<file path="src/rtl/dct_pkg.sv">
// Shared widths, types, FSM states and the 8x8 DCT coefficient table for the row multiplier.
package dct_pkg;

  localparam int unsigned PIX_W  = 8;
  localparam int unsigned COEF_W = 6;
  localparam int unsigned PROD_W = 14;
  localparam int unsigned ROW_N  = 8;
  localparam int unsigned IDX_W  = 3;

  typedef logic signed [COEF_W-1:0] coef_t;
  typedef logic signed [PIX_W-1:0]  pix_s_t;
  typedef logic signed [PROD_W-1:0] prod_t;

  typedef enum logic {IDLE, RUN} state_e;

  // C[k][i] = round(32 * c_k * cos((2i+1) k pi / 16)); row k, column i
  localparam coef_t COEF_TAB [ROW_N][ROW_N] = '{
    '{ 6'sd11,  6'sd11,  6'sd11,  6'sd11,  6'sd11,  6'sd11,  6'sd11,  6'sd11},
    '{ 6'sd16,  6'sd13,  6'sd9,   6'sd3,  -6'sd3,  -6'sd9,  -6'sd13, -6'sd16},
    '{ 6'sd15,  6'sd6,  -6'sd6,  -6'sd15, -6'sd15, -6'sd6,   6'sd6,   6'sd15},
    '{ 6'sd13, -6'sd3,  -6'sd16, -6'sd9,   6'sd9,   6'sd16,  6'sd3,  -6'sd13},
    '{ 6'sd11, -6'sd11, -6'sd11,  6'sd11,  6'sd11, -6'sd11, -6'sd11,  6'sd11},
    '{ 6'sd9,  -6'sd16,  6'sd3,   6'sd13, -6'sd13, -6'sd3,   6'sd16, -6'sd9},
    '{ 6'sd6,  -6'sd15,  6'sd15, -6'sd6,  -6'sd6,   6'sd15, -6'sd15,  6'sd6},
    '{ 6'sd3,  -6'sd9,   6'sd13, -6'sd16,  6'sd16, -6'sd13,  6'sd9,  -6'sd3}
  };

endpackage

</file>
<file path="src/rtl/dct_row_mult_if.sv">
// Pixel input and product-set output bundle of the DCT row multiplier.
interface dct_row_mult_if;

  logic                                 sof;
  logic                                 pix_valid;
  logic [dct_pkg::PIX_W-1:0]            pix_in;
  logic                                 pix_ready;
  dct_pkg::prod_t                       n0, n1, n2, n3, n4, n5, n6, n7;
  logic                                 out_valid;
  logic [dct_pkg::IDX_W-1:0]            k_idx;
  logic [dct_pkg::IDX_W-1:0]            row_idx;

  modport slave (
    input  sof, pix_valid, pix_in,
    output pix_ready, n0, n1, n2, n3, n4, n5, n6, n7, out_valid, k_idx, row_idx
  );

  modport master (
    output sof, pix_valid, pix_in,
    input  pix_ready, n0, n1, n2, n3, n4, n5, n6, n7, out_valid, k_idx, row_idx
  );

endinterface

</file>
<file path="src/rtl/dct_coef_rom.sv">
// Combinational lookup of the eight coefficients C[k][0..7] for one output index k.
module dct_coef_rom
  import dct_pkg::*;
(
  input  logic [IDX_W-1:0]        k_i,
  output coef_t [ROW_N-1:0]       coef_o
);

  always_comb begin
    coef_o = '0;
    for (int i = 0; i < ROW_N; i++) begin
      coef_o[i] = COEF_TAB[k_i][i];
    end
  end

endmodule

</file>
<file path="src/rtl/dct_row_mult.sv">
// Row DCT front stage: gathers 8 level-shifted pixels, then emits one registered
// product set x_i*C[k][i] per cycle for k = 0..7.
module dct_row_mult
  import dct_pkg::*;
(
  input  logic           clk,
  input  logic           rst,
  dct_row_mult_if.slave  bus
);

  state_e             state_q, state_d;
  logic [IDX_W-1:0]   k_q, k_d;
  logic [IDX_W-1:0]   pix_cnt_q, pix_cnt_d;
  logic [IDX_W-1:0]   row_cnt_q, row_cnt_d;
  logic               row_sof_q, row_sof_d;
  pix_s_t             lbuf_q [ROW_N-1];
  pix_s_t             lbuf_d [ROW_N-1];
  pix_s_t             cbuf_q [ROW_N];
  pix_s_t             cbuf_d [ROW_N];
  prod_t              prod_q [ROW_N];
  prod_t              prod_d [ROW_N];
  logic               out_valid_q, out_valid_d;
  logic [IDX_W-1:0]   k_idx_q, k_idx_d;
  logic [IDX_W-1:0]   row_idx_q, row_idx_d;

  coef_t [ROW_N-1:0]  coef;
  pix_s_t             x;
  logic [IDX_W-1:0]   eff_cnt;
  logic               transfer;

  dct_coef_rom u_rom (
    .k_i    (k_q),
    .coef_o (coef)
  );

  // Inverting the MSB is the same as subtracting 128 into two's complement
  assign x = pix_s_t'({~bus.pix_in[PIX_W-1], bus.pix_in[PIX_W-2:0]});

  always_comb begin
    state_d     = state_q;
    k_d         = k_q;
    pix_cnt_d   = pix_cnt_q;
    row_cnt_d   = row_cnt_q;
    row_sof_d   = row_sof_q;
    lbuf_d      = lbuf_q;
    cbuf_d      = cbuf_q;
    prod_d      = prod_q;
    out_valid_d = 1'b0;
    k_idx_d     = k_idx_q;
    row_idx_d   = row_idx_q;

    // sof realigns before the write, so a sof pixel is always x_0 and never completes a row
    eff_cnt  = bus.sof ? '0 : pix_cnt_q;
    transfer = bus.pix_valid && (eff_cnt == IDX_W'(ROW_N - 1));

    pix_cnt_d = eff_cnt;
    if (bus.pix_valid) begin
      pix_cnt_d = eff_cnt + IDX_W'(1);
      if (eff_cnt == '0) begin
        row_sof_d = bus.sof;
      end
      if (!transfer) begin
        lbuf_d[eff_cnt] = x;
      end
    end

    case (state_q)
      IDLE: begin
        out_valid_d = 1'b0;
      end
      RUN: begin
        out_valid_d = 1'b1;
        k_idx_d     = k_q;
        row_idx_d   = row_cnt_q;
        for (int i = 0; i < ROW_N; i++) begin
          prod_d[i] = PROD_W'(cbuf_q[i]) * PROD_W'(coef[i]);
        end
        k_d = k_q + IDX_W'(1);
        if (k_q == IDX_W'(ROW_N - 1)) begin
          row_cnt_d = row_cnt_q + IDX_W'(1);
          state_d   = IDLE;
        end
      end
      default: state_d = IDLE;
    endcase

    // A completed row starts a fresh pass; a sof-aligned row restarts row numbering
    if (transfer) begin
      state_d = RUN;
      k_d     = '0;
      for (int i = 0; i < ROW_N - 1; i++) begin
        cbuf_d[i] = lbuf_q[i];
      end
      cbuf_d[ROW_N-1] = x;
      if (row_sof_q) begin
        row_cnt_d = '0;
      end
    end
  end

  always_ff @(posedge clk) begin
    if (rst) begin
      state_q     <= IDLE;
      k_q         <= '0;
      pix_cnt_q   <= '0;
      row_cnt_q   <= '0;
      row_sof_q   <= 1'b0;
      prod_q      <= '{default: '0};
      out_valid_q <= 1'b0;
      k_idx_q     <= '0;
      row_idx_q   <= '0;
    end else begin
      state_q     <= state_d;
      k_q         <= k_d;
      pix_cnt_q   <= pix_cnt_d;
      row_cnt_q   <= row_cnt_d;
      row_sof_q   <= row_sof_d;
      prod_q      <= prod_d;
      out_valid_q <= out_valid_d;
      k_idx_q     <= k_idx_d;
      row_idx_q   <= row_idx_d;
    end
  end

  // Pixel buffers carry no reset: their contents only matter after a full row is loaded
  always_ff @(posedge clk) begin
    lbuf_q <= lbuf_d;
    cbuf_q <= cbuf_d;
  end

  assign bus.pix_ready = ~rst;
  assign bus.out_valid = out_valid_q;
  assign bus.k_idx     = k_idx_q;
  assign bus.row_idx   = row_idx_q;
  assign bus.n0        = prod_q[0];
  assign bus.n1        = prod_q[1];
  assign bus.n2        = prod_q[2];
  assign bus.n3        = prod_q[3];
  assign bus.n4        = prod_q[4];
  assign bus.n5        = prod_q[5];
  assign bus.n6        = prod_q[6];
  assign bus.n7        = prod_q[7];

endmodule

</file>
<file path="src/flat_wrapper.sv">
// flat-port wrapper written by rule: the top's interface ports become plain ports
module dct_row_mult_flat import dct_pkg::*;
  (clk, rst, bus_sof, bus_pix_valid, bus_pix_in, bus_pix_ready, bus_n0, bus_n1, bus_n2, bus_n3, bus_n4, bus_n5, bus_n6, bus_n7, bus_out_valid, bus_k_idx, bus_row_idx);
  dct_row_mult_if bus_i ();
  input  logic clk;
  input  logic rst;
  input wire logic [$bits(bus_i.sof)-1:0] bus_sof;
  input wire logic [$bits(bus_i.pix_valid)-1:0] bus_pix_valid;
  input wire logic [$bits(bus_i.pix_in)-1:0] bus_pix_in;
  output wire logic [$bits(bus_i.pix_ready)-1:0] bus_pix_ready;
  output wire logic [$bits(bus_i.n0)-1:0] bus_n0;
  output wire logic [$bits(bus_i.n1)-1:0] bus_n1;
  output wire logic [$bits(bus_i.n2)-1:0] bus_n2;
  output wire logic [$bits(bus_i.n3)-1:0] bus_n3;
  output wire logic [$bits(bus_i.n4)-1:0] bus_n4;
  output wire logic [$bits(bus_i.n5)-1:0] bus_n5;
  output wire logic [$bits(bus_i.n6)-1:0] bus_n6;
  output wire logic [$bits(bus_i.n7)-1:0] bus_n7;
  output wire logic [$bits(bus_i.out_valid)-1:0] bus_out_valid;
  output wire logic [$bits(bus_i.k_idx)-1:0] bus_k_idx;
  output wire logic [$bits(bus_i.row_idx)-1:0] bus_row_idx;
  assign bus_i.sof = bus_sof;
  assign bus_i.pix_valid = bus_pix_valid;
  assign bus_i.pix_in = bus_pix_in;
  assign bus_pix_ready = bus_i.pix_ready;
  assign bus_n0 = bus_i.n0;
  assign bus_n1 = bus_i.n1;
  assign bus_n2 = bus_i.n2;
  assign bus_n3 = bus_i.n3;
  assign bus_n4 = bus_i.n4;
  assign bus_n5 = bus_i.n5;
  assign bus_n6 = bus_i.n6;
  assign bus_n7 = bus_i.n7;
  assign bus_out_valid = bus_i.out_valid;
  assign bus_k_idx = bus_i.k_idx;
  assign bus_row_idx = bus_i.row_idx;
  dct_row_mult u_core (.clk(clk), .rst(rst), .bus(bus_i));
endmodule
</file>
<file path="config.mk">
export PLATFORM = sky130hd
export DESIGN_NAME = dct_row_mult_flat
export DESIGN_NICKNAME = d
export VERILOG_FILES = /design/src/rtl/dct_pkg.sv /design/src/rtl/dct_row_mult_if.sv /design/src/rtl/dct_coef_rom.sv /design/src/rtl/dct_row_mult.sv /design/src/flat_wrapper.sv
export SDC_FILE = /design/constraint.sdc
export NUM_CORES = 1
export LEC_CHECK = 0
export CAP_MARGIN = 15
export CELL_PAD_IN_SITES_DETAIL_PLACEMENT = 1
export CELL_PAD_IN_SITES_GLOBAL_PLACEMENT = 1
export CORE_AREA = 5 5 218 220
export CTS_BUF_LIST = sky130_fd_sc_hd__clkbuf_16
export DETAILED_ROUTE_END_ITERATION = 7
export DIE_AREA = 0 0 223 225
export PLACE_DENSITY_LB_ADDON = 0.1
export SLEW_MARGIN = 10
export SYNTH_ARGS = -nofsm -noshare
export SYNTH_HDL_FRONTEND = slang
export SYNTH_SLANG_ARGS = --single-unit
</file>
<file path="constraint.sdc">
create_clock -name clk -period 6.85 [get_ports clk]
set_input_delay 1.37 -clock clk [delete_from_list [all_inputs] [get_ports clk]]
set_output_delay 1.37 -clock clk [all_outputs]
set_load 0.1 [all_outputs]
</file>
=== Word-level counts from Yosys, hierarchy flattened ===
Memory sizes are Yosys's and may differ from the RTL's.
Index checks and enable logic that the tools add are counted.

* Reduce and logical (&&, ||, !) cells: 6
* Multipliers: 8
* Magnitude comparators: 3
* Multiplexer cells: 15
* Bitwise operators: 6
* Add/subtract/negate cells: 3
* Eq/ne operators: 2

{| class="wikitable"
|+ Operators by type and width
! cell !! number
|-
| $mul A8 B6 Y14 || 8
|-
| $mux W48 || 2
|-
| $bwmux W56 || 1
|-
| $demux W8 S3 || 1
|-
| $mux W3 || 6
|-
| $add A3 B1 Y3 const B || 3
|-
| $ge A4 B4 Y1 const B || 2
|-
| $mux W8 || 1
|-
| $not A3 Y4 || 2
|-
| $eq A3 B3 Y1 const B || 2
|-
| $lt A4 B1 Y1 const B || 1
|-
| $not A1 Y1 || 4
|-
| $reduce_and A2 Y1 || 2
|-
| $logic_not A3 Y1 || 1
|-
| $mux W1 || 3
|-
| $logic_and A1 B1 Y1 || 2
|-
| $pmux W1 S2 || 1
|-
| $reduce_or A2 Y1 || 1
|}

* ROM bits: 384
* Output and inout port bits: 120
* Flip-flop bits (word level): 250
* Input port bits: 12
* Word-level logic and storage cells: 75
* Memories kept: 1

{| class="wikitable"
|+ Memory list
! memory !! words !! bits a word !! read ports !! clocked after memory_dff !! wr ports !! line !! text
|-
| (name not given) || 8 || 48 || 1 || 0 || 0 || dct_coef_rom.sv:12 || <nowiki>coef_o[i] = COEF_TAB[k_i][i];</nowiki>
|}

=== Logic depth before layout (Yosys ltp) ===
Gate-level depths: netlist of run 1.

* Depth in word-level cells: 7
* Gate-level depth with buffers: 22
* Gate-level depth less buffers: 19

=== Hierarchy ===
A second synthesis of run 1 with hierarchy kept.

* Cells, all modules: 2075
* Area, all modules: 22126.2 µm²

{| class="wikitable"
|+ Modules (own cells, without submodules)
! module !! cells each !! area each (µm²) !! seq. area each (µm²) !! instances
|-
| dct_row_mult || 2002 || 21639.5 || 6206.0 || 1
|-
| dct_coef_rom || 73 || 486.7 || 0.0 || 1
|}

=== Worst setup path before layout of run 1 ===
Ideal clock, no wire load.

* Path kind: reg2reg
* From: reg u_core.k_q[0]
* To: reg u_core.prod_q (netlist bit u_core.bus.n1[12])
* Slack: 1.451 ns
* Arrival: 5.279 ns
* Path buffers: 3
* Stages on the path, launching flop included: 23
* Period minus slack after synthesis: 5.399 ns
* Setup time: 0.120 ns
* Data required time: 6.730 ns
* Cell sequence: dfxtp_1 -> buf_2 -> clkinv_1 -> ha_1 -> nor2_1 -> or2_1 -> buf_2 -> buf_4 -> and2_1 -> fa_1 -> inv_1 -> fa_1 -> inv_1 -> fa_1 -> inv_1 -> fa_1 -> inv_1 -> fa_1 -> a21o_1 -> a211o_1 -> a211oi_2 -> nor4b_1 -> a211o_1

* Longest elaborated chain between the ends: 5

{| class="wikitable"
|+ RTL lines
! element !! line !! text
|-
| start: declaration || dct_row_mult.sv:12 || <nowiki>logic [IDX_W-1:0] k_q, k_d;</nowiki>
|-
| start signal: assignment || dct_row_mult.sv:114 || <nowiki>k_q <= k_d;</nowiki>
|-
| $not A3 Y4 (not written as such) || dct_coef_rom.sv:12 ||
|-
| $mem_v2 Z8 W48 || -- ||
|-
| $mux W48 (2 in a row) || -- ||
|-
| $mul A8 B6 Y14 || dct_row_mult.sv:76 || <nowiki>prod_d[i] = PROD_W'(cbuf_q[i]) * PROD_W'(coef[i]);</nowiki>
|-
| end signal: assignment || dct_row_mult.sv:118 || <nowiki>prod_q <= prod_d;</nowiki>
|-
| end: declaration || dct_row_mult.sv:20 || <nowiki>prod_t prod_q [ROW_N];</nowiki>
|}

No other way between the ends. The select of a mux whose other input is x is not followed.
A chain may end at the register's enable or synchronous reset.

=== Final worst setup path of run 1 ===
* From: reg u_core.k_q[1]
* To: reg u_core.prod_q (netlist bit u_core.bus.n6[13])

The elaborated chain is that of the path after synthesis.

==> reports/results.ini, run 1 <==
[grt]
grt_pass1_wl_mm = 90.94
grt_remaining_overflow = 0
grt_pass1_vias = 16960
gr-usage-all-layers_pct = 22.22
antenna_found_initial = 3
grt_max_degree = 79

[worst_setup_path]
crit_fanout = 18
cp-end-kind = flip-flop
crit_required_ns = 7.28
arrival_ns = 6.21
crit_type = flip-flop to flip-flop
startpoint_type = flip-flop

[power_and_ir_drop]
sequentialPowerShare_pct = 48.4
power_density_nw_per_um2 = 129.8
p_int_mw = 2.511
swShare_pct = 22.37
power_mw = 3.235
p_comb_share_pct = 1.7
p_leak_nw = 10.64
ir_drop_uv = 185.7
switchingPower_uw = 723.8
clkPwrFrac_pct = 49.8

[yosys]
syn_avg_cell_area_um2 = 10.34
syn-cell-area_um2 = 21940
synthFlopType = dfxtp_1
synth_area_leaders = fa_1 (24%), edfxtp_1 (16%), ha_1 (12%), dfxtp_1 (12%), and2_1 (6.0%)
synth_cells = 2122
synthTopCellsByCount = inv_1 (295), fa_1 (267), and2_1 (211)
ys_seq_area_share_pct = 28.28
yosysTopAreaCell = fa_1
synth_xor_area_share_pct = 3.592
synthAdderAreaFrac_pct = 36.27
yosys_warnings = 0
netlist.area_leader.share_pct = 24.36
ys_ff_latch = 250
synthSimpleGateAreaFrac_pct = 15.68
synth_edf_count = 120
synthMuxAreaShare_pct = 3.016
synth_top_family_by_area = adder cells
post-synth-top-count-cell = inv_1
async_reset_ff_share_pct = 0
synth.distinct_cells = 62
synth_compound_area_share_pct = 6.819
syn-num-nets = 2610

[routing]
drt_wl_total_mm = 55.15
top_layer_used = met5
dr.pass1.iters = 4
routed-wl-met3_mm = 2.013
routedWlPerCell_um = 19.18
wl_met2_mm = 27.02
dr.first_iter.drc_count = 690
drc = 0
drtAntennaViolNets = 0
vias = 15280
viasPerCell = 5.311
wl_met1_mm = 25.05

[place]
dp_hpwl_mm = 43.14
io_buffer_count = 131
gp_congestion = 0.8456

[clocking]
cts_hold_buf = 0
post_cts_buffers = 0
post_cts_resized = 0
insertion_delay_ns = 0.59
clock-sinks = 250
cts_root_buffer = clkbuf_16
h-tree-depth = 1
clockBufferDepth = 3
numCtsBuffers = 30
clk_pin_slew_ns = 0.07
cts_tree = yes

[sta]
rsz0062_at_grt = no
whs_ns = 0.4126
finalHoldViolations = 0
fmax_ghz = 0.1728
worst_pin_slew_ns = 1.049
relSlewSlack_pct = 29.82
fin_crit_sh_pct = 84.49
post-route-min-period_ns = 5.787
finalClockSkew_ns = 0.01252
slew_violations = 0
setup_tns_ns = 0
setup_viol = 0

[floorplanning]
num_rows = 78
start_util_pct = 48.67
core_region_area_um2 = 45090
die_h_um = 225
die_width_um = 223
dieArea_um2 = 50180
io_pins = 132

[final_layout]
fin_nets = 2739
final_util_pct = 55.29
multi_input_area_um2 = 14350
regArea_um2 = 6210
fillers = 4975
drive_above_1_share_pct = 4.573
area_growth_syn_to_layout_pct = 13.59

[run_status]
status = completed

[min_path]
min_path_type = flip-flop to flip-flop

[run]
maxCapViolations = 0

[stage by stage]
| step | std cells | worst slack, ns | area, um^2 |
|---|---|---|---|
| after global placement | 2819 | 1.258 | 23930 |
| after floorplan | 2122 | 1.451 | 21940 |
| after global routing | 2874 | 0.6928 | 24920 |
| after detailed placement | 2819 | 1.064 | 23930 |
| after CTS | 2874 | 1.034 | 24920 |
| final | 2876 | 1.063 | 24930 |
[final timing paths]
path | start | endpoint | slack [ns] | cells after the start
max reg2reg | u_core.k_q[1] | u_core.bus.n6[13] | 1.06 | 19
max | u_core.k_q[1] | u_core.bus.n6[13] | 1.06 | 19
min | u_core.lbuf_q[45] | u_core.cbuf_q[53] | 0.41 | 0
min reg2reg | u_core.lbuf_q[45] | u_core.cbuf_q[53] | 0.41 | 0
[cell usage in the layout, fill, tap and decap left out, types with 32 or more instances in the layout]
cell / netlist / routed
nand2_1: 130 / 130
inv_1: 295 / 299
and2_1: 211 / 210
nor2_1: 141 / 140
edfxtp_1: 120 / 120
mux2i_1: 65 / 65
o21ai_0: 32 / 32
nand2b_1: 36 / 36
a21oi_1: 49 / 49
xnor2_1: 63 / 63
dfxtp_1: 130 / 129
fa_1: 267 / 267
clkdlybuf4s50_1: 0 / 130
ha_1: 209 / 209
[power groups by stage]
stage / logic (mW) / registers [mW] / clock network [mW]
final: 0.0559 / 1.57 / 1.61
after global routing: 0.0590 / 1.57 / 1.72
after CTS: 0.0563 / 1.57 / 1.66
after detailed placement: 0.0559 / 1.60 / 0
after global placement: 0.0555 / 1.60 / 0
after floorplan: 0.0230 / 1.60 / 0
[cells by family (layout without fill, tap and decap cells)]
logic type      after synthesis  count (layout)
xor+xnor                     90              90
fa+ha+maj                   476             476
compound gates              225             225
buf+inv                     359             511
other cells                   0               2
flops                       250             250
simple gates                656             656
mux                          66              66
[sequential cells by signal (all words and copies together) (netlist names)]
signal                flops
u_core.bus.n5            14
u_core.bus.n1            14
u_core.bus.n7            14
u_core.bus.k_idx          3
u_core.bus.n3            14
u_core.cbuf_q            64
u_core.bus.n2            14
u_core.row_sof_q          1
u_core.pix_cnt_q          3
u_core.row_cnt_q          3
u_core.lbuf_q            56
u_core.bus.n0            14
u_core.bus.n4            14
u_core.state_q            1
u_core.bus.out_valid      1
u_core.k_q                3
u_core.bus.row_idx        3
u_core.bus.n6            14
[cell type report]
type | count | area share (%)
diodes | 2 | 0.02008
multi-input cells | 1513 | 57.57
clock buffers | 31 | 3.112
clock inverters | 24 | 0.8533
inverters | 300 | 4.517
flip-flops and latches | 250 | 24.91
repair buffers | 156 | 6.003
well taps | 600 | 3.012
[metal layers]
layer	track usage, %	up-vias
met5	0	-
met2	38.99	232
met3	2.814	60
met1	29.96	7784
met4	4.348	4
li1	-	7195
[critical path, cell delays in order (launching register included)]
cell and delay, ns:
dfxtp_1 0.35, buf_4 0.23, inv_2 0.24, ha_1 0.22, nor2b_2 0.66, a21oi_2 0.28, or2_1 0.32, fa_1 0.47
fa_1 0.51, inv_1 0.05, fa_1 0.47, inv_1 0.06, fa_1 0.52, inv_1 0.07, ha_1 0.26, a21oi_1 0.20
o2111ai_1 0.25, o21ai_0 0.26, xnor2_1 0.14, o21ai_0 0.08
No activity file was read; power rests on OpenSTA's default activity.
==> run 2, diff against run 1 <==
CORE_AREA = 5 5 230 232   (was 5 5 218 220)
DIE_AREA = 0 0 235 237   (was 0 0 223 225)
clock period = 5.08 ns   (was 6.85 ns; I/O delays follow)
==> reports/results.ini, run 2 (same netlist as run 1, synthesis figures left out) <==
[routing]
drt_wl_total_mm = 56.64  ; was 55.15 mm
drc = 0  ; unchanged
drtAntennaViolNets = 0  ; unchanged
viasPerCell = 5.120  ; was 5.311
dr.pass1.iters = 5  ; was 4
routedWlPerCell_um = 18.89  ; was 19.18 um
vias = 15350  ; was 15280
dr.first_iter.drc_count = 507  ; was 690

[clocking]
cts_root_buffer = clkbuf_16  ; unchanged
insertion_delay_ns = 0.60  ; was 0.59 ns
clockBufferDepth = 3  ; unchanged
numCtsBuffers = 31  ; was 30
cts_tree = yes  ; unchanged
clock-sinks = 250  ; unchanged
clk_pin_slew_ns = 0.06  ; was 0.07 ns
h-tree-depth = 1  ; unchanged

[min_path]
min_path_type = flip-flop to flip-flop  ; unchanged
worstHoldStart = u_core.lbuf_q[15]  ; was u_core.lbuf_q[45]

[power_and_ir_drop]
power_density_nw_per_um2 = 173.6  ; was 129.8 nW/um^2
p_leak_nw = 10.91  ; was 10.64 nW
sequentialPowerShare_pct = 47.5  ; was 48.4%
p_comb_share_pct = 1.7  ; about the same
swShare_pct = 23.30  ; was 22.37%
ir_drop_uv = 208.3  ; was 185.7 uV
clkPwrFrac_pct = 50.8  ; was 49.8%
p_int_mw = 3.409  ; was 2.511 mW
switchingPower_mw = 1.036  ; was 723.8 uW
power_mw = 4.445  ; was 3.235 mW

[worst_setup_path]
cp_slowest_stage_delay_ns = 0.54  ; was 0.66 ns
critPathBufInv = 5  ; unchanged
crit_required_ns = 5.56  ; was 7.28 ns
crit_fanout = 6  ; was 18
arrival_ns = 5.38  ; was 6.21 ns
cpMaxStageDelayCell = fa_1  ; was nor2b_2
critPathLaunch = u_core.k_q[0]  ; was u_core.k_q[1]
crit_family = adder cells  ; unchanged
crit_type = flip-flop to flip-flop  ; unchanged
timing.rr.start = u_core.k_q[0]  ; was u_core.k_q[1]
startpoint_type = flip-flop  ; unchanged
cp-end-kind = flip-flop  ; unchanged
path_cells = buf_4 -> ha_4 -> nor2_2 -> or2_4 -> and2_1 -> fa_1 -> inv_1 -> fa_1 -> inv_1 -> fa_1 -> inv_1 -> fa_1 -> inv_1 -> fa_2 -> a21o_1 -> a211o_1 -> a211oi_2 -> nor4b_1 -> a211o_1  ; was buf_4 -> inv_2 -> ha_1 -> nor2b_2 -> a21oi_2 -> or2_1 -> fa_1 -> fa_1 -> inv_1 -> fa_1 -> inv_1 -> fa_1 -> inv_1 -> ha_1 -> a21oi_1 -> o2111ai_1 -> o21ai_0 -> xnor2_1 -> o21ai_0

[final_layout]
drive_above_1_share_pct = 7.895  ; was 4.573%
largest_register = u_core.cbuf_q  ; unchanged
final_util_pct = 50.42  ; was 55.29%
layout_common_cells = inv_1 (297), fa_1 (262), and2_1 (210)  ; was inv_1 (299), fa_1 (267), and2_1 (210)
final_cells = 2999  ; was 2876
final_common_cell = inv_1  ; unchanged
fin_nets = 2781  ; was 2739
biggestRegsByFlops = u_core.cbuf_q x64, u_core.lbuf_q x56  ; unchanged
fin_area_um2 = 25600  ; was 24930 um^2
area_growth_syn_to_layout_pct = 16.67  ; was 13.59%
largest_register_ffs = 64  ; unchanged

[place]
dp_hpwl_mm = 44.19  ; was 43.14 mm
placed_cells = 2936  ; was 2819
io_buffer_count = 131  ; unchanged
dpl_cell_area_um2 = 24380  ; was 23930 um^2
gp_congestion = 0.8219  ; was 0.8456

[sta]
setup_viol = 0  ; unchanged
relSlewSlack_pct = 27.17  ; was 29.82%
fin_crit_sh_pct = 96.42  ; was 84.49%
worst_pin_slew_ns = 1.090  ; was 1.049 ns
rsz0062_at_grt = yes  ; was no
finalClockSkew_ns = 0.01451  ; was 0.01252 ns
setup_tns_ns = 0  ; unchanged
post-route-min-period_ns = 4.898  ; was 5.787 ns
finalHoldViolations = 0  ; unchanged
fmax_ghz = 0.2042  ; was 0.1728 GHz
slew_violations = 0  ; unchanged

[grt]
gr-usage-all-layers_pct = 20.25  ; was 22.22%
antenna_found_initial = 2  ; was 3
grt_remaining_overflow = 0  ; unchanged
grt_max_degree = 70  ; was 79
grt_pass1_wl_mm = 92.90  ; was 90.94 mm
grt_pass1_vias = 16850  ; was 16960

[floorplanning]
start_util_pct = 43.21  ; was 48.67%
die_h_um = 237  ; was 225 um
core_region_area_um2 = 50780  ; was 45090 um^2
die_width_um = 235  ; was 223 um
num_rows = 83  ; was 78
dieArea_um2 = 55700  ; was 50180 um^2
io_pins = 132  ; unchanged

[run]
maxCapViolations = 0  ; unchanged

[run_status]
status = completed  ; unchanged

[run 2: metrics by stage]
step                hold slack, ns  setup slack [ns]
finish                      0.4096            0.1817
global route                0.4186          -0.03410
CTS                         0.4111          0.005295
detailed placement          0.4063          -0.01074
global placement            0.4004           0.08254
floorplan                   0.4003           0.01073
[run 2: cell type report]
cell class / instances / area, um^2
Fill cell: 5511 / 25180
Timing Repair Buffer: 197 / 1863
Clock buffer: 31 / 775.7
Inverter: 300 / 1141
Clock inverter: 27 / 259.0
Antenna cell: 1 / 2.502
Sequential cell: 250 / 6218
Multi-Input combinational cell: 1513 / 14490
Tap cell: 680 / 850.8
[run 2: final timing paths]
check                       to  slack, ns  depth (start not counted)
max          u_core.bus.n1[12]       0.18                         19
min          u_core.cbuf_q[23]       0.41                          0
max reg2reg  u_core.bus.n1[12]       0.18                         19
min reg2reg  u_core.cbuf_q[23]       0.41                          0
[run 2: timing repair]
| action | 4_1_cts | 5_1_grt |
|---|---|---|
| setup buffers | 0 | 4 |
| pin swaps | 0 | 9 |
| endpoints found under the setup margin | 4 | 36 |
| endpoints found under the hold margin | 0 | 0 |
| hold buffers | 0 | 0 |
| resized for setup | 2 | 40 |
[run 2: power by group through the flow]
stage                     logic (mW)  clock network [mW]  registers (mW)
final                         0.0747                2.26            2.11
after floorplan               0.0310                   0            2.16
after global placement        0.0755                   0            2.16
after global routing          0.0793                2.41            2.11
after detailed placement      0.0768                   0            2.16
after CTS                     0.0768                2.32            2.11
[run 2: routing by layer]
| metal | track usage, % | part of all wire [%] |
|---|---|---|
| met3 | 2.679 | 3.6 |
| met2 | 35.42 | 50 |
| met5 | 0 | 0 |
| met4 | 3.185 | 1.1 |
| met1 | 27.59 | 46 |
[run 2: worst register-to-register path, cell delays in order, from the launching register on]
cell and delay [ns]:
dfxtp_4 0.41, buf_4 0.14, ha_4 0.13, nor2_2 0.04, or2_4 0.25, and2_1 0.18, fa_1 0.54, inv_1 0.06
fa_1 0.53, inv_1 0.05, fa_1 0.48, inv_1 0.05, fa_1 0.49, inv_1 0.06, fa_2 0.34, a21o_1 0.17
a211o_1 0.29, a211oi_2 0.24, nor4b_1 0.08, a211o_1 0.24
==> patch 1: new RTL, config.mk and constraints of run 1 <==
`IDX_W`: 3 -> 2.
--- a/src/rtl/dct_pkg.sv
+++ b/src/rtl/dct_pkg.sv
@@ -5,7 +5,7 @@
   localparam int unsigned COEF_W = 6;
   localparam int unsigned PROD_W = 14;
   localparam int unsigned ROW_N  = 8;
-  localparam int unsigned IDX_W  = 3;
+  localparam int unsigned IDX_W  = 2;
 
   typedef logic signed [COEF_W-1:0] coef_t;
   typedef logic signed [PIX_W-1:0]  pix_s_t;
Ports: changed (resized bus_k_idx and bus_row_idx); port bits go from 132 to 130. The function was not compared with the original's and may differ.
==> patch 1 against run 1 <==
  * Combinational power grew to 3.2 times the old value
  * Power is 34% lower
  * Setup slack better by 0.60 ns
  * Clock power is 40% lower
  * Via count is 42% lower
  * Wire length is 40% lower
  * Synthesized area is 39% lower
  * Sequential cell count is 93 lower
  * Maximum frequency is 11% higher
  * Final area is 38% lower
  * Synthesized cell count is 39% lower
  * Largest cell class unchanged
==> patch 1: results (changes against run 1) <==
[critical_path]
arrival_ns = 5.50  ; -0.71 ns
cp_slowest_cell = fa_1
crit_path_max_incr_delay_ns = 0.55  ; -0.11 ns
rr_worst_depth = 17  ; -2
endpoint = u_core.bus.n2[11]$_SDFFE_PP0P_

[layout]
nMultiInputCombCells = 911  ; -40%
fill_cells = 5097  ; +2.5%
bufAreaShareNonClock_pct = 6.26  ; +0.26 points
drive_gt1_share_pct = 4.22  ; -0.35 points
largestRegisters = u_core.cbuf_q (40), u_core.lbuf_q (32)
layout.nets = 1682  ; -39%
seq_share_pct = 25.1  ; +0.24 points
final-clk-cell-share_pct = 3.75  ; -0.21 points

[yosys]
synth_edf_count = 72  ; -40%
synth-compound-area-share_pct = 6.49  ; -0.33 points
synthTopCellsByArea = fa_1 22%, edfxtp_1 16%, ha_1 13%, dfxtp_1 13%, inv_1 5.5%
ys_seq_area_share_pct = 28.9  ; +0.63 points
synthXorXnorAreaFrac_pct = 3.73  ; +0.14 points
muxShareOfSynthArea_pct = 3.69  ; +0.67 points

[worst_hold_path]
hp-start = u_core.lbuf_q[36]$_DFFE_PP_
hold_path_end = u_core.cbuf_q[44]$_DFFE_PP_

[grt]
grt_use_total_pct = 13.8  ; -8.4 points
grt_pass1_wl_um = 54400  ; -40%
grt_pass1_vias = 9544  ; -44%
antenna_found_initial = 0  ; -3

[place]
io_buffers = 90  ; -31%
gp_congestion = 0.776  ; -8.2%
placed_cells = 1965  ; -30%

[sta]
holdWs_ns = 0.411  ; -0.00153 ns
finalWorstSetupSlack_ns = 1.66  ; +0.597 ns
fin_worst_skew_ns = 0.0116  ; -0.000971 ns
worstMarginPinSlew_ns = 1.06  ; +0.00928 ns

[clock_tree]
htree_levels = 4  ; +3
cts_made_buffers = 17  ; -43%

[power_and_ir_drop]
ir_worst_vdd_mv = 0.160  ; -14%
power.leakage_nw = 6.68  ; -37%

[status]
status = complete, no violations

[drt]
via_per_inst = 4.40  ; -17%
drt_iter0_markers = 326  ; -53%
wl_met2_um = 15300  ; -44%
dr.max_layer_used = met4
drt-total-wl_um = 33300  ; -40%

patch 1: cell types whose count changed after synthesis, moves of 23 or more:
cell	change
nor2_1	-35
fa_1	-119
inv_1	-98
nand2_1	-71
nor2b_1	+30
edfxtp_1	-48
dfxtp_1	-45
buf_4	+37
and2_1	-167
xnor2_1	-23
ha_1	-71
patch 1: metal layers:
layer	GRT usage, %	up-vias
met5	0	-
met4	3.50	0
met3	3.23	30
met2	21.6	107
met1	19.4	4385
li1	-	4266
patch 1: power by group through the flow:
stage | Clock (mW) | Sequential, mW | Combinational [mW]
after floorplan | 0 | 1.02 | 0.158
after global placement | 0 | 1.01 | 0.178
after detailed placement | 0 | 1.01 | 0.178
after CTS | 1.02 | 0.991 | 0.179
after global routing | 1.05 | 0.992 | 0.189
final | 0.972 | 0.991 | 0.177
==> patch 2: new RTL, config.mk and constraints of run 1 <==
Made on the original files. Make the reset (`rst`) asynchronous in one clocked block.
--- a/src/rtl/dct_row_mult.sv
+++ b/src/rtl/dct_row_mult.sv
@@ -98,7 +98,7 @@
     end
   end
 
-  always_ff @(posedge clk) begin
+  always_ff @(posedge clk or posedge rst) begin
     if (rst) begin
       state_q     <= IDLE;
       k_q         <= '0;
Behaviour: no difference found for any inputs over 4 cycles, from zero or initial values and one cycle with rst high; that may be too few to reach the edited logic, so the function may still have changed.
==> patch 2 against run 1 <==
  * Via count shrank 3.5%
  * Synthesized cell count is 4.9% lower
  * Sequential cell count is the same
  * Setup slack worse by 0.45 ns
  * Final area grew 1.5%
  * Wire length fell by 4.0%
  * Critical path depth stayed put
  * Synthesized area up 0.59%
  * Clock skew is 0.016 ns higher
  * Critical path type unchanged
Power is not compared: it rests on default switching activity, and its combinational part moved more than twofold at a synthesized area within 25%.
==> patch 2: results (changes against run 1) <==
[status]
status = complete, no violations

[yosys]
ys_types = 58  ; -6.5%
synth_fa_ha_area_share_pct = 36.1  ; -0.21 points
synthXorXnorAreaFrac_pct = 3.25  ; -0.34 points
syn-num-nets = 2506  ; -4.0%
muxShareOfSynthArea_pct = 3.83  ; +0.81 points
synth-compound-area-share_pct = 6.20  ; -0.62 points
synthTopCellsByArea = fa_1 24%, edfxtp_1 16%, dfrtp_1 15%, ha_1 12%, and2_1 6.1%
synthArstFlopShare_pct = 52.0  ; +52 points
ys_seq_area_share_pct = 31.1  ; +2.8 points
synth_flop_cell = dfrtp_1
synth_warnings = 0  ; unchanged
synth_common_cells = 306 x inv_1, 267 x fa_1, 216 x and2_1
synth_edf_count = 120  ; unchanged

[grt]
grt_max_degree = 69  ; -13%
grt_use_total_pct = 21.8  ; -0.44 points
antenna_found_initial = 3  ; unchanged
grt_pass1_vias = 17000  ; +0.42%
grt_pass1_wl_um = 88900  ; -2.3%

[place]
gp_congestion = 0.817  ; -3.4%
io_buffers = 131  ; unchanged
placed_area_um2 = 24200  ; +1.0%
place_hpwl_um = 40900  ; -5.2%

[drt]
drt-total-wl_um = 52900  ; -4.0%
drt_iter0_markers = 589  ; -15%
via_per_inst = 5.27  ; -0.73%
drtPass1Iterations = 4  ; unchanged

[sta]
fin_worst_skew_ns = 0.0281  ; +0.0156 ns
worstMarginPinSlew_ns = 1.17  ; +0.117 ns

[layout]
layout.nets = 2658  ; -3.0%
antenna_cells = 0  ; -2
drive_gt1_share_pct = 7.56  ; +3.0 points
largestRegisters = u_core.cbuf_q (64), u_core.lbuf_q (56)

[power_and_ir_drop]
power.leakage_nw = 11.8
ir_worst_vdd_mv = 0.193

[clock_tree]
clock_path_buffers = 3  ; unchanged
clockRootBuffer = clkbuf_16
htree_levels = 2  ; +1
cts_made_buffers = 34  ; +13%
insertion_delay_ns = 0.55  ; -0.04 ns
postCtsSetupBuffers = 0  ; unchanged
ctsResizeCount = 0  ; unchanged
clkTransAtPathRegs_ns = 0.07  ; about the same

[critical_path]
arrival_ns = 6.67  ; +0.46 ns
cp_top_family = adder cells
crit_path_max_incr_delay_ns = 0.58  ; -0.08 ns
worstPathMaxFanout = 12  ; -6
cp_slowest_cell = ha_1

[worst_hold_path]
hp-class = register to register

[patch 2: cell types whose count changed in the layout (fill, tap and decap cells not counted), moves of 13 or more]
cell,change
a211oi_1,-17
dfrtp_1,+129
dfxtp_1,-129
mux2_2,+66
mux2i_1,-56
nand2b_1,-16
nor2_1,-50
nor3_1,+17
o21ai_0,+15
o21ai_1,-13
o31ai_1,+17
xor2_1,-18
[patch 2: path summary, 6_finish.rpt]
check | slack [ns] | endpoint | startpoint | depth (start not counted)
worst min register to register | 0.41 | u_core.cbuf_q[52]$_DFFE_PP_ | u_core.lbuf_q[44]$_DFFE_PP_ | 0
worst max-delay path | 0.61 | u_core.bus.n5[11]$_DFFE_PP0P_ | u_core.k_q[1]$_DFFE_PP0P_ | 19
max in group asynchronous | 4.65 | u_core.bus.n1[13]$_DFFE_PP0P_ | rst | 3
min in group asynchronous | 1.11 | u_core.bus.n0[13]$_DFFE_PP0P_ | rst | 2
worst max register to register | 0.61 | u_core.bus.n5[11]$_DFFE_PP0P_ | u_core.k_q[1]$_DFFE_PP0P_ | 19
worst min-delay path | 0.41 | u_core.cbuf_q[52]$_DFFE_PP_ | u_core.lbuf_q[44]$_DFFE_PP_ | 0
[patch 2: cells by family after synthesis]
kind of cell    count (synthesis)
simple gates                  576
fa+ha+maj                     476
flops                         250
buf+inv                       351
mux                            76
compound gates                207
xor+xnor                       82
[patch 2: through the flow]
step	cells	setup slack [ns]
after global placement	2734	0.858
after detailed placement	2734	0.593
after global routing	2796	0.311
after floorplan	2018	0.872
final	2796	0.611
after CTS	2796	0.578
[patch 2: report_power, final]
group / leakage (nW) / internal, mW / total, mW / switching (mW)
clock network: 0.550 / 1.05 / 1.76 / 0.708
registers: 2.86 / 1.59 / 1.60 / 0.00920
logic: 8.43 / 0.782 / 1.83 / 1.05
total: 11.8 / 3.43 / 5.19 / 1.76
[patch 2: cell type report]
type / instances / area (µm²)
clock buffer: 37 / 926
clock inverter: 25 / 186
fill: 4867 / 19800
inverter: 310 / 1170
multi-input combinational: 1417 / 13900
sequential: 250 / 6860
tap: 600 / 751
timing repair buffer: 157 / 1510
[patch 2: layer usage]
metal	vias up	global-route usage, %	routed length (µm)	part of all wire [%]
li1	6818	-	-	-
met1	7628	27.1	22400	42
met2	223	40.1	27600	52
met3	71	2.98	1810	3.4
met4	2	5.45	1170	2.2
met5	-	0	20	0.038
